## src/rtl/muldiv_unit.sv

```systemverilog
// Iterative radix-2 multiply/divide unit (MULTU, MULT, DIVU, DIV) with HI/LO registers.
// One shift-add or restoring-divide step per cycle on operand magnitudes, sign fix-up at the end.
module muldiv_unit #(
    parameter int WIDTH = 32,
    parameter int CNT_W = $clog2(WIDTH + 1)
) (
    input  logic             clk,
    input  logic             nrst,
    input  logic             start,
    input  logic [1:0]       op,
    input  logic [WIDTH-1:0] a,
    input  logic [WIDTH-1:0] b,
    input  logic             abort,
    output logic             busy,
    output logic             done,
    output logic             dz,
    output logic [WIDTH-1:0] hi,
    output logic [WIDTH-1:0] lo
);

    typedef enum logic [1:0] {
        IDLE = 2'd0,
        RUN  = 2'd1,
        FIX  = 2'd2
    } state_t;

    state_t             state_q, state_d;
    logic               is_div_q, is_div_d;
    logic               neg_res_q, neg_res_d;
    logic               neg_rem_q, neg_rem_d;
    logic               bzero_q, bzero_d;
    logic [CNT_W-1:0]   cnt_q, cnt_d;
    logic [WIDTH-1:0]   acc_hi_q, acc_hi_d;
    logic [WIDTH-1:0]   acc_lo_q, acc_lo_d;
    logic [WIDTH-1:0]   opnd_q, opnd_d;
    logic [WIDTH-1:0]   hi_q, hi_d;
    logic [WIDTH-1:0]   lo_q, lo_d;
    logic               dz_q, dz_d;
    logic               busy_q, busy_d;
    logic               done_q, done_d;

    function automatic logic [WIDTH-1:0] neg_w(input logic [WIDTH-1:0] x);
        return (~x) + {{(WIDTH-1){1'b0}}, 1'b1};
    endfunction

    function automatic logic [2*WIDTH-1:0] neg_2w(input logic [2*WIDTH-1:0] x);
        return (~x) + {{(2*WIDTH-1){1'b0}}, 1'b1};
    endfunction

    // Magnitude of a two's-complement value when treated as signed; MIN maps to itself,
    // which read as unsigned is exactly 2^(WIDTH-1).
    function automatic logic [WIDTH-1:0] mag_w(input logic [WIDTH-1:0] x, input logic is_signed);
        logic signed [WIDTH-1:0] xs;
        xs = x;
        return (is_signed && (xs < 0)) ? neg_w(x) : x;
    endfunction

    logic             sgn_a, sgn_b;
    logic [WIDTH:0]   mul_sum;
    logic [WIDTH:0]   div_shift;
    logic [WIDTH:0]   div_diff;
    logic             div_borrow;

    assign sgn_a = op[0] & a[WIDTH-1];
    assign sgn_b = op[0] & b[WIDTH-1];

    assign mul_sum   = {1'b0, acc_hi_q} + (acc_lo_q[0] ? {1'b0, opnd_q} : {(WIDTH+1){1'b0}});
    assign div_shift = {acc_hi_q, acc_lo_q[WIDTH-1]};
    assign div_diff  = div_shift - {1'b0, opnd_q};
    // The partial remainder stays below the divisor, so a set top bit in the shifted value
    // can never borrow; otherwise a wrapped difference signals the borrow.
    assign div_borrow = div_diff[WIDTH] & ~div_shift[WIDTH];

    always_comb begin
        state_d   = state_q;
        is_div_d  = is_div_q;
        neg_res_d = neg_res_q;
        neg_rem_d = neg_rem_q;
        bzero_d   = bzero_q;
        cnt_d     = cnt_q;
        acc_hi_d  = acc_hi_q;
        acc_lo_d  = acc_lo_q;
        opnd_d    = opnd_q;
        hi_d      = hi_q;
        lo_d      = lo_q;
        dz_d      = dz_q;
        done_d    = 1'b0;

        case (state_q)
            IDLE: begin
                if (start && !abort) begin
                    state_d   = RUN;
                    is_div_d  = op[1];
                    neg_res_d = sgn_a ^ sgn_b;
                    neg_rem_d = sgn_a;
                    bzero_d   = (b == '0);
                    cnt_d     = '0;
                    acc_hi_d  = '0;
                    acc_lo_d  = op[1] ? mag_w(a, op[0]) : mag_w(b, op[0]);
                    opnd_d    = op[1] ? mag_w(b, op[0]) : mag_w(a, op[0]);
                end
            end
            RUN: begin
                if (abort) begin
                    state_d = IDLE;
                end else begin
                    if (is_div_q) begin
                        acc_hi_d = div_borrow ? div_shift[WIDTH-1:0] : div_diff[WIDTH-1:0];
                        acc_lo_d = {acc_lo_q[WIDTH-2:0], ~div_borrow};
                    end else begin
                        acc_hi_d = mul_sum[WIDTH:1];
                        acc_lo_d = {mul_sum[0], acc_lo_q[WIDTH-1:1]};
                    end
                    cnt_d = cnt_q + {{(CNT_W-1){1'b0}}, 1'b1};
                    if (cnt_q == CNT_W'(WIDTH - 1)) begin
                        state_d = FIX;
                    end
                end
            end
            FIX: begin
                state_d = IDLE;
                if (!abort) begin
                    if (is_div_q) begin
                        lo_d = bzero_q ? '1 : (neg_res_q ? neg_w(acc_lo_q) : acc_lo_q);
                        hi_d = neg_rem_q ? neg_w(acc_hi_q) : acc_hi_q;
                    end else begin
                        {hi_d, lo_d} = neg_res_q ? neg_2w({acc_hi_q, acc_lo_q})
                                                 : {acc_hi_q, acc_lo_q};
                    end
                    dz_d   = is_div_q & bzero_q;
                    done_d = 1'b1;
                end
            end
            default: state_d = IDLE;
        endcase

        busy_d = (state_d != IDLE);
    end

    always_ff @(posedge clk) begin
        if (!nrst) begin
            state_q   <= IDLE;
            is_div_q  <= 1'b0;
            neg_res_q <= 1'b0;
            neg_rem_q <= 1'b0;
            bzero_q   <= 1'b0;
            cnt_q     <= '0;
            acc_hi_q  <= '0;
            acc_lo_q  <= '0;
            opnd_q    <= '0;
            hi_q      <= '0;
            lo_q      <= '0;
            dz_q      <= 1'b0;
            busy_q    <= 1'b0;
            done_q    <= 1'b0;
        end else begin
            state_q   <= state_d;
            is_div_q  <= is_div_d;
            neg_res_q <= neg_res_d;
            neg_rem_q <= neg_rem_d;
            bzero_q   <= bzero_d;
            cnt_q     <= cnt_d;
            acc_hi_q  <= acc_hi_d;
            acc_lo_q  <= acc_lo_d;
            opnd_q    <= opnd_d;
            hi_q      <= hi_d;
            lo_q      <= lo_d;
            dz_q      <= dz_d;
            busy_q    <= busy_d;
            done_q    <= done_d;
        end
    end

    assign busy = busy_q;
    assign done = done_q;
    assign dz   = dz_q;
    assign hi   = hi_q;
    assign lo   = lo_q;

endmodule

```

## config.mk

```make
export PLATFORM = sky130hd
export DESIGN_NAME = muldiv_unit
export DESIGN_NICKNAME = d
export VERILOG_FILES = /design/src/rtl/muldiv_unit.sv
export SDC_FILE = /design/constraint.sdc
export NUM_CORES = 1
export LEC_CHECK = 0
export CAP_MARGIN = 40
export CORE_UTILIZATION = 55
export DETAILED_ROUTE_END_ITERATION = 8
export PLACE_DENSITY_LB_ADDON = 0.12
export REMOVE_ABC_BUFFERS = 1
export SYNTH_ARGS = -nofsm -noshare
export SYNTH_HDL_FRONTEND = slang
export SYNTH_SLANG_ARGS = --single-unit
export TNS_END_PERCENT = 50
```

## constraint.sdc

```tcl
create_clock -name clk -period 4.2 [get_ports clk]
set_input_delay 0.42 -clock clk [delete_from_list [all_inputs] [get_ports clk]]
set_output_delay 0.42 -clock clk [all_outputs]
set_load 0.05 [all_outputs]
```

Word level (Yosys, flattened, before mapping)
Cells that the tools add are included.
Storage, ports and cells
  register bits: 175
  output and inout port bits: 67
  word-level logic and storage cells: 82
Cells by class
  add/sub/neg operators: 8
  order comparisons: 2
  equality and inequality tests: 5
  muxes and demuxes: 28
  bitwise operators: 13
  reduce and logical (&&, ||, !) cells: 12
Operators by type and width (number)
  two-way mux 32 bit: 17
  adder 32 x 1 -> 32 bit (second input constant): 4
  inverter 32 bit: 4
  case mux 32 bit (2 select lines): 2
  adder 64 x 1 -> 64 bit (second input constant): 1
  less-than comparator 32 x 1 -> 1 bit (second input constant): 2
  two-way mux 64 bit: 1
  inverter 64 bit: 1
  adder 32 x 32 -> 33 bit: 1
  subtractor 33 x 32 -> 33 bit: 1
  zero test 32 bit: 1
  two-way mux 6 bit: 2
  case mux 6 bit (2 select lines): 1
  adder 6 x 1 -> 6 bit (second input constant): 1
  equality test 6 x 5 -> 1 bit (second input constant): 1
  two-way mux 2 bit: 3
  AND reduction 2 bit: 3
  bitwise AND 1 bit: 4
  inequality test 2 bit (second input constant): 2
  case mux 2 bit (2 select lines): 1
  nonzero test 2 bit: 2
  logical AND 1 bit: 3
  inverter 1 bit: 3
  AND reduction 3 bit: 1
  other kinds (6): 6

Longest topological paths before layout
  word-level depth: 6
  gate-level depth with buffers: 14
  depth with buffers taken out: 13

Worst setup path after synthesis
Ideal clock, no wire load.
  path kind: flip-flop to flip-flop
  start point: reg acc_lo_q[0]
  end point: reg acc_hi_q[24]
  arrival: 3.081 ns
  setup slack: 1.061 ns
  cell stages (with the launch flop): 14
  clock period less this slack: 3.139 ns
  cells stage by stage: dfxtp_1 -> inv_1 -> clkbuf_1 -> nor2_1 -> ha_1 -> nand2_1 -> or4_1 -> o22ai_1 -> o21ai_0 -> o21ai_1 -> a21oi_1 -> or3b_2 -> a31oi_1 -> a211o_1
On the way
  cells in the longest elaborated chain, start to end: 5
Ends and longest elaborated chain
  start, declared: RTL line 34  | logic [WIDTH-1:0] acc_lo_q, acc_lo_d;
  start signal, assigned: RTL line 164  | acc_lo_q <= acc_lo_d;
  two-way mux 32 bit: RTL line 67  | assign mul_sum = {1'b0, acc_hi_q} + (acc_lo_q[0] ? {1'b0, opnd_q} : {(WIDTH+1){1'b0}});
  adder 32 x 32 -> 33 bit: RTL line 67
  two-way mux 32 bit: RTL line 107  | if (is_div_q) begin
  two-way mux 32 bit: RTL line 104  | if (abort) begin
  case mux 32 bit (2 select lines): RTL line 89  | case (state_q)
  end signal, assigned: RTL line 163  | acc_hi_q <= acc_hi_d;
  end, declared: RTL line 33  | logic [WIDTH-1:0] acc_hi_q, acc_hi_d;
Every way passes these cells. The select of a mux whose other input is x is not followed.
A chain may end at the register's enable or synchronous reset.

Final worst setup path
Same ends and word-level chain as after synthesis.

==> flow_metrics.env <==
export IMPL_insertion_delay_ps=460
export IMPL_root_buffer="clkbuf_16"
export IMPL_cts_hold_buf=0
export IMPL_dr_wl_met3_microns=3597
export IMPL_max_cap_violations=0
export IMPL_cts_buffers_inserted=17
export IMPL_fin_nets=2118
export IMPL_yosys_top_cells_count="a21oi_1, nor2_1, dfxtp_1"
export IMPL_placedCellCount=2288
export IMPL_worstSetupEndpointType="flop"
export IMPL_worstPathCellList="inv_1 > nor2_1 > ha_1 > inv_1 > or4_1 > o22ai_1 > o21ai_0 > o21ai_1 > a21oi_1 > or3b_2 > a31oi_1 > a211o_1"
export IMPL_diodes=0
export IMPL_peakVddDrop_mv=0.2151
export IMPL_crit_family="compound AO/OA/AOI/OAI gates"
export IMPL_cp_num_buf_inv=2
export IMPL_startpoint_type="flop"
export IMPL_synth_area_leader_cell="dfxtp_1"
export IMPL_setup_violations=0
export IMPL_grt_start_max_net_pins=146
export IMPL_drive_gt1_frac=0.06030
export IMPL_via_per_inst=6.315
export IMPL_power_mw=4.563
export IMPL_ant_nets=0
export IMPL_worstPathRequired_ps=4590
export IMPL_synth_ff_type="dfxtp_1"
export IMPL_crit_fanout=12
export IMPL_post_cts_buffers=0
export IMPL_core_sq_um=25250
export IMPL_cts_htree_levels=4
export IMPL_ios=137
export IMPL_fin_crit_ps=3800
export IMPL_routed_wirelength_microns=47020
export IMPL_synthCells=1898
export IMPL_die_area_sq_um=26420
export IMPL_cpMaxStageDelayCell="or4_1"
export IMPL_leakage_nw=6.609
export IMPL_finClkSkew_ps=16.34
export IMPL_synth_top_area_share=0.2472
export IMPL_cts_tree="yes"
export IMPL_path_common_cell="inv_1"
export IMPL_rsz0062_at_grt="false"
export IMPL_antenna_found_initial=1
export IMPL_syn_area_sq_um=14170
export IMPL_first_pass_iters=6
export IMPL_power_density_nw_per_um2=276.9
export IMPL_first_iter_violations=1235
export IMPL_num_rows=58
export IMPL_synth_edff_count=0
export IMPL_hpwl_microns=35340
export IMPL_max_stage_delay_ps=550
export IMPL_io_buffers=136
export IMPL_place_ws_ps=490.4
export IMPL_clock_sinks=175
export IMPL_die_y_microns=162.5
export IMPL_yosysWarningCount=0
export IMPL_hold_violations=0
export IMPL_slew_limit_headroom=0.4520
export IMPL_setup_ws_ps=400.4
export IMPL_cts_buffer_depth=2
export IMPL_final_cell_count_no_fill=2320
export IMPL_fill_cells=2297
export IMPL_synth_seq_cells=175
export IMPL_top_layer_used="met4"
export IMPL_max_freq_mhz=263.2
export IMPL_die_w_microns=162.5
export IMPL_worstPathArrival_ps=4190
export IMPL_place_congestion=1.035
export IMPL_critical_path_class="reg -> reg"
export IMPL_fin_crit_sh=0.9047
export IMPL_status="complete, no violations"
export IMPL_path_clk_slew_ps=80
export IMPL_num_vias=14650
export IMPL_area_delta_synth_final_pct=16.27
export IMPL_synth_area_per_cell_sq_um=7.468
export IMPL_grtUsageTotal=0.3573
export IMPL_wire_per_inst_microns=20.27
export IMPL_grt_pass1_wl_microns=74260
export IMPL_async_reset_ff_frac=0
export IMPL_dr_wl_met2_microns=20810
export IMPL_tightestPinTransition_ps=822.0
export IMPL_hold_class="reg -> reg"
export IMPL_initial_core_util=0.5613
export IMPL_synthTopCellsByArea="dfxtp_1, a21oi_1, ha_1"
export IMPL_drv_slew=0
export IMPL_synth_most_common_cell="a21oi_1"
export IMPL_grt_pass1_vias=13560
export IMPL_grt_ovfl_total=0
export IMPL_utilization=0.6526
export IMPL_ys_types=76
export IMPL_wl_met1_microns=20140
export IMPL_cts_resized=0
export IMPL_synth_seq_area_share=0.2472
export IMPL_drcViolationCount=0
per-stage QoR:
stage	TNS (ps)	area [sq um]	hold WS [ps]
2_1_floorplan	-41270	13690	440.9
3_3_place_gp	0	15870	453.1
3_5_place_dp	0	15880	455.9
4_1_cts	0	16480	461.8
5_1_grt	0	16480	488.7
6_report	0	16480	464.6
power breakdown:
part           internal [mW]  total (mW)  switching, mW
Clock                  0.821        1.66          0.840
Sequential              1.71        1.78         0.0763
Combinational          0.448        1.12          0.669
state kept, by name, indices dropped and copies added, names as in the netlist:
signal	flops
is_div_q	1
cnt_q	6
busy	1
acc_lo_q	32
neg_res_q	1
state_q	2
lo	32
neg_rem_q	1
done	1
opnd_q	32
hi	32
bzero_q	1
acc_hi_q	32
dz	1
cell type report:
| cell class | count | area [sq um] | share of cell area |
|---|---|---|---|
| tap | 330 | 412.9 | 0.02505 |
| clock inverter | 14 | 161.4 | 0.009794 |
| inverter | 66 | 247.7 | 0.01503 |
| clock buffer | 18 | 439.2 | 0.02665 |
| sequential | 175 | 3505 | 0.2126 |
| timing repair buffer | 186 | 1745 | 0.1059 |
| multi-input combinational | 1531 | 9970 | 0.6049 |
cells by family (layout without fill, tap and decap cells):
family / count (synthesis) / in the layout / synth area share
flops: 175 / 175 / 0.2472
fa+ha+maj: 71 / 71 / 0.06373
compound gates: 621 / 621 / 0.2772
xor+xnor: 171 / 171 / 0.1057
simple gates: 587 / 587 / 0.1972
buf+inv: 192 / 284 / 0.05155
mux: 81 / 81 / 0.05755
cells in the final DEF (no fill, tap or decap), types with 66 or more instances in the layout:
master / Yosys / layout
a21oi_1: 186 / 185
clkdlybuf4s50_1: 0 / 134
dfxtp_1: 175 / 174
ha_1: 69 / 69
inv_1: 66 / 66
mux2i_1: 77 / 77
nand2_1: 171 / 171
nor2_1: 177 / 176
o21ai_0: 168 / 168
xnor2_1: 76 / 76
xor2_1: 95 / 95
metal layers:
layer | GRT usage | up-vias
met5 | 0 | -
met4 | 0.1822 | 0
met3 | 0.05628 | 139
met2 | 0.5643 | 686
met1 | 0.4707 | 6819
li1 | - | 7006
worst paths after layout:
check                                 from                        end  slack, ps  depth (start not counted)
setup / recovery  acc_lo_q[0]$_SDFFE_PN0P_  acc_hi_q[24]$_SDFFE_PN0P_        400                         12
hold / removal         hi[18]$_SDFFE_PN0P_        hi[18]$_SDFFE_PN0P_        460                          2
setup reg to reg  acc_lo_q[0]$_SDFFE_PN0P_  acc_hi_q[24]$_SDFFE_PN0P_        400                         12
hold reg to reg        hi[18]$_SDFFE_PN0P_        hi[18]$_SDFFE_PN0P_        460                          2
worst register-to-register path: cells and delay by family, from the launching register on:
| kind | cells | cell delay (ps) |
|---|---|---|
| DFF | 1 | 360 |
| buffers and inverters | 2 | 480 |
| AOI/OAI and AO/OA | 6 | 1410 |
| adders and majority gates | 1 | 390 |
| and+or+nand+nor | 3 | 1100 |
(Power assumes the default switching activity.)
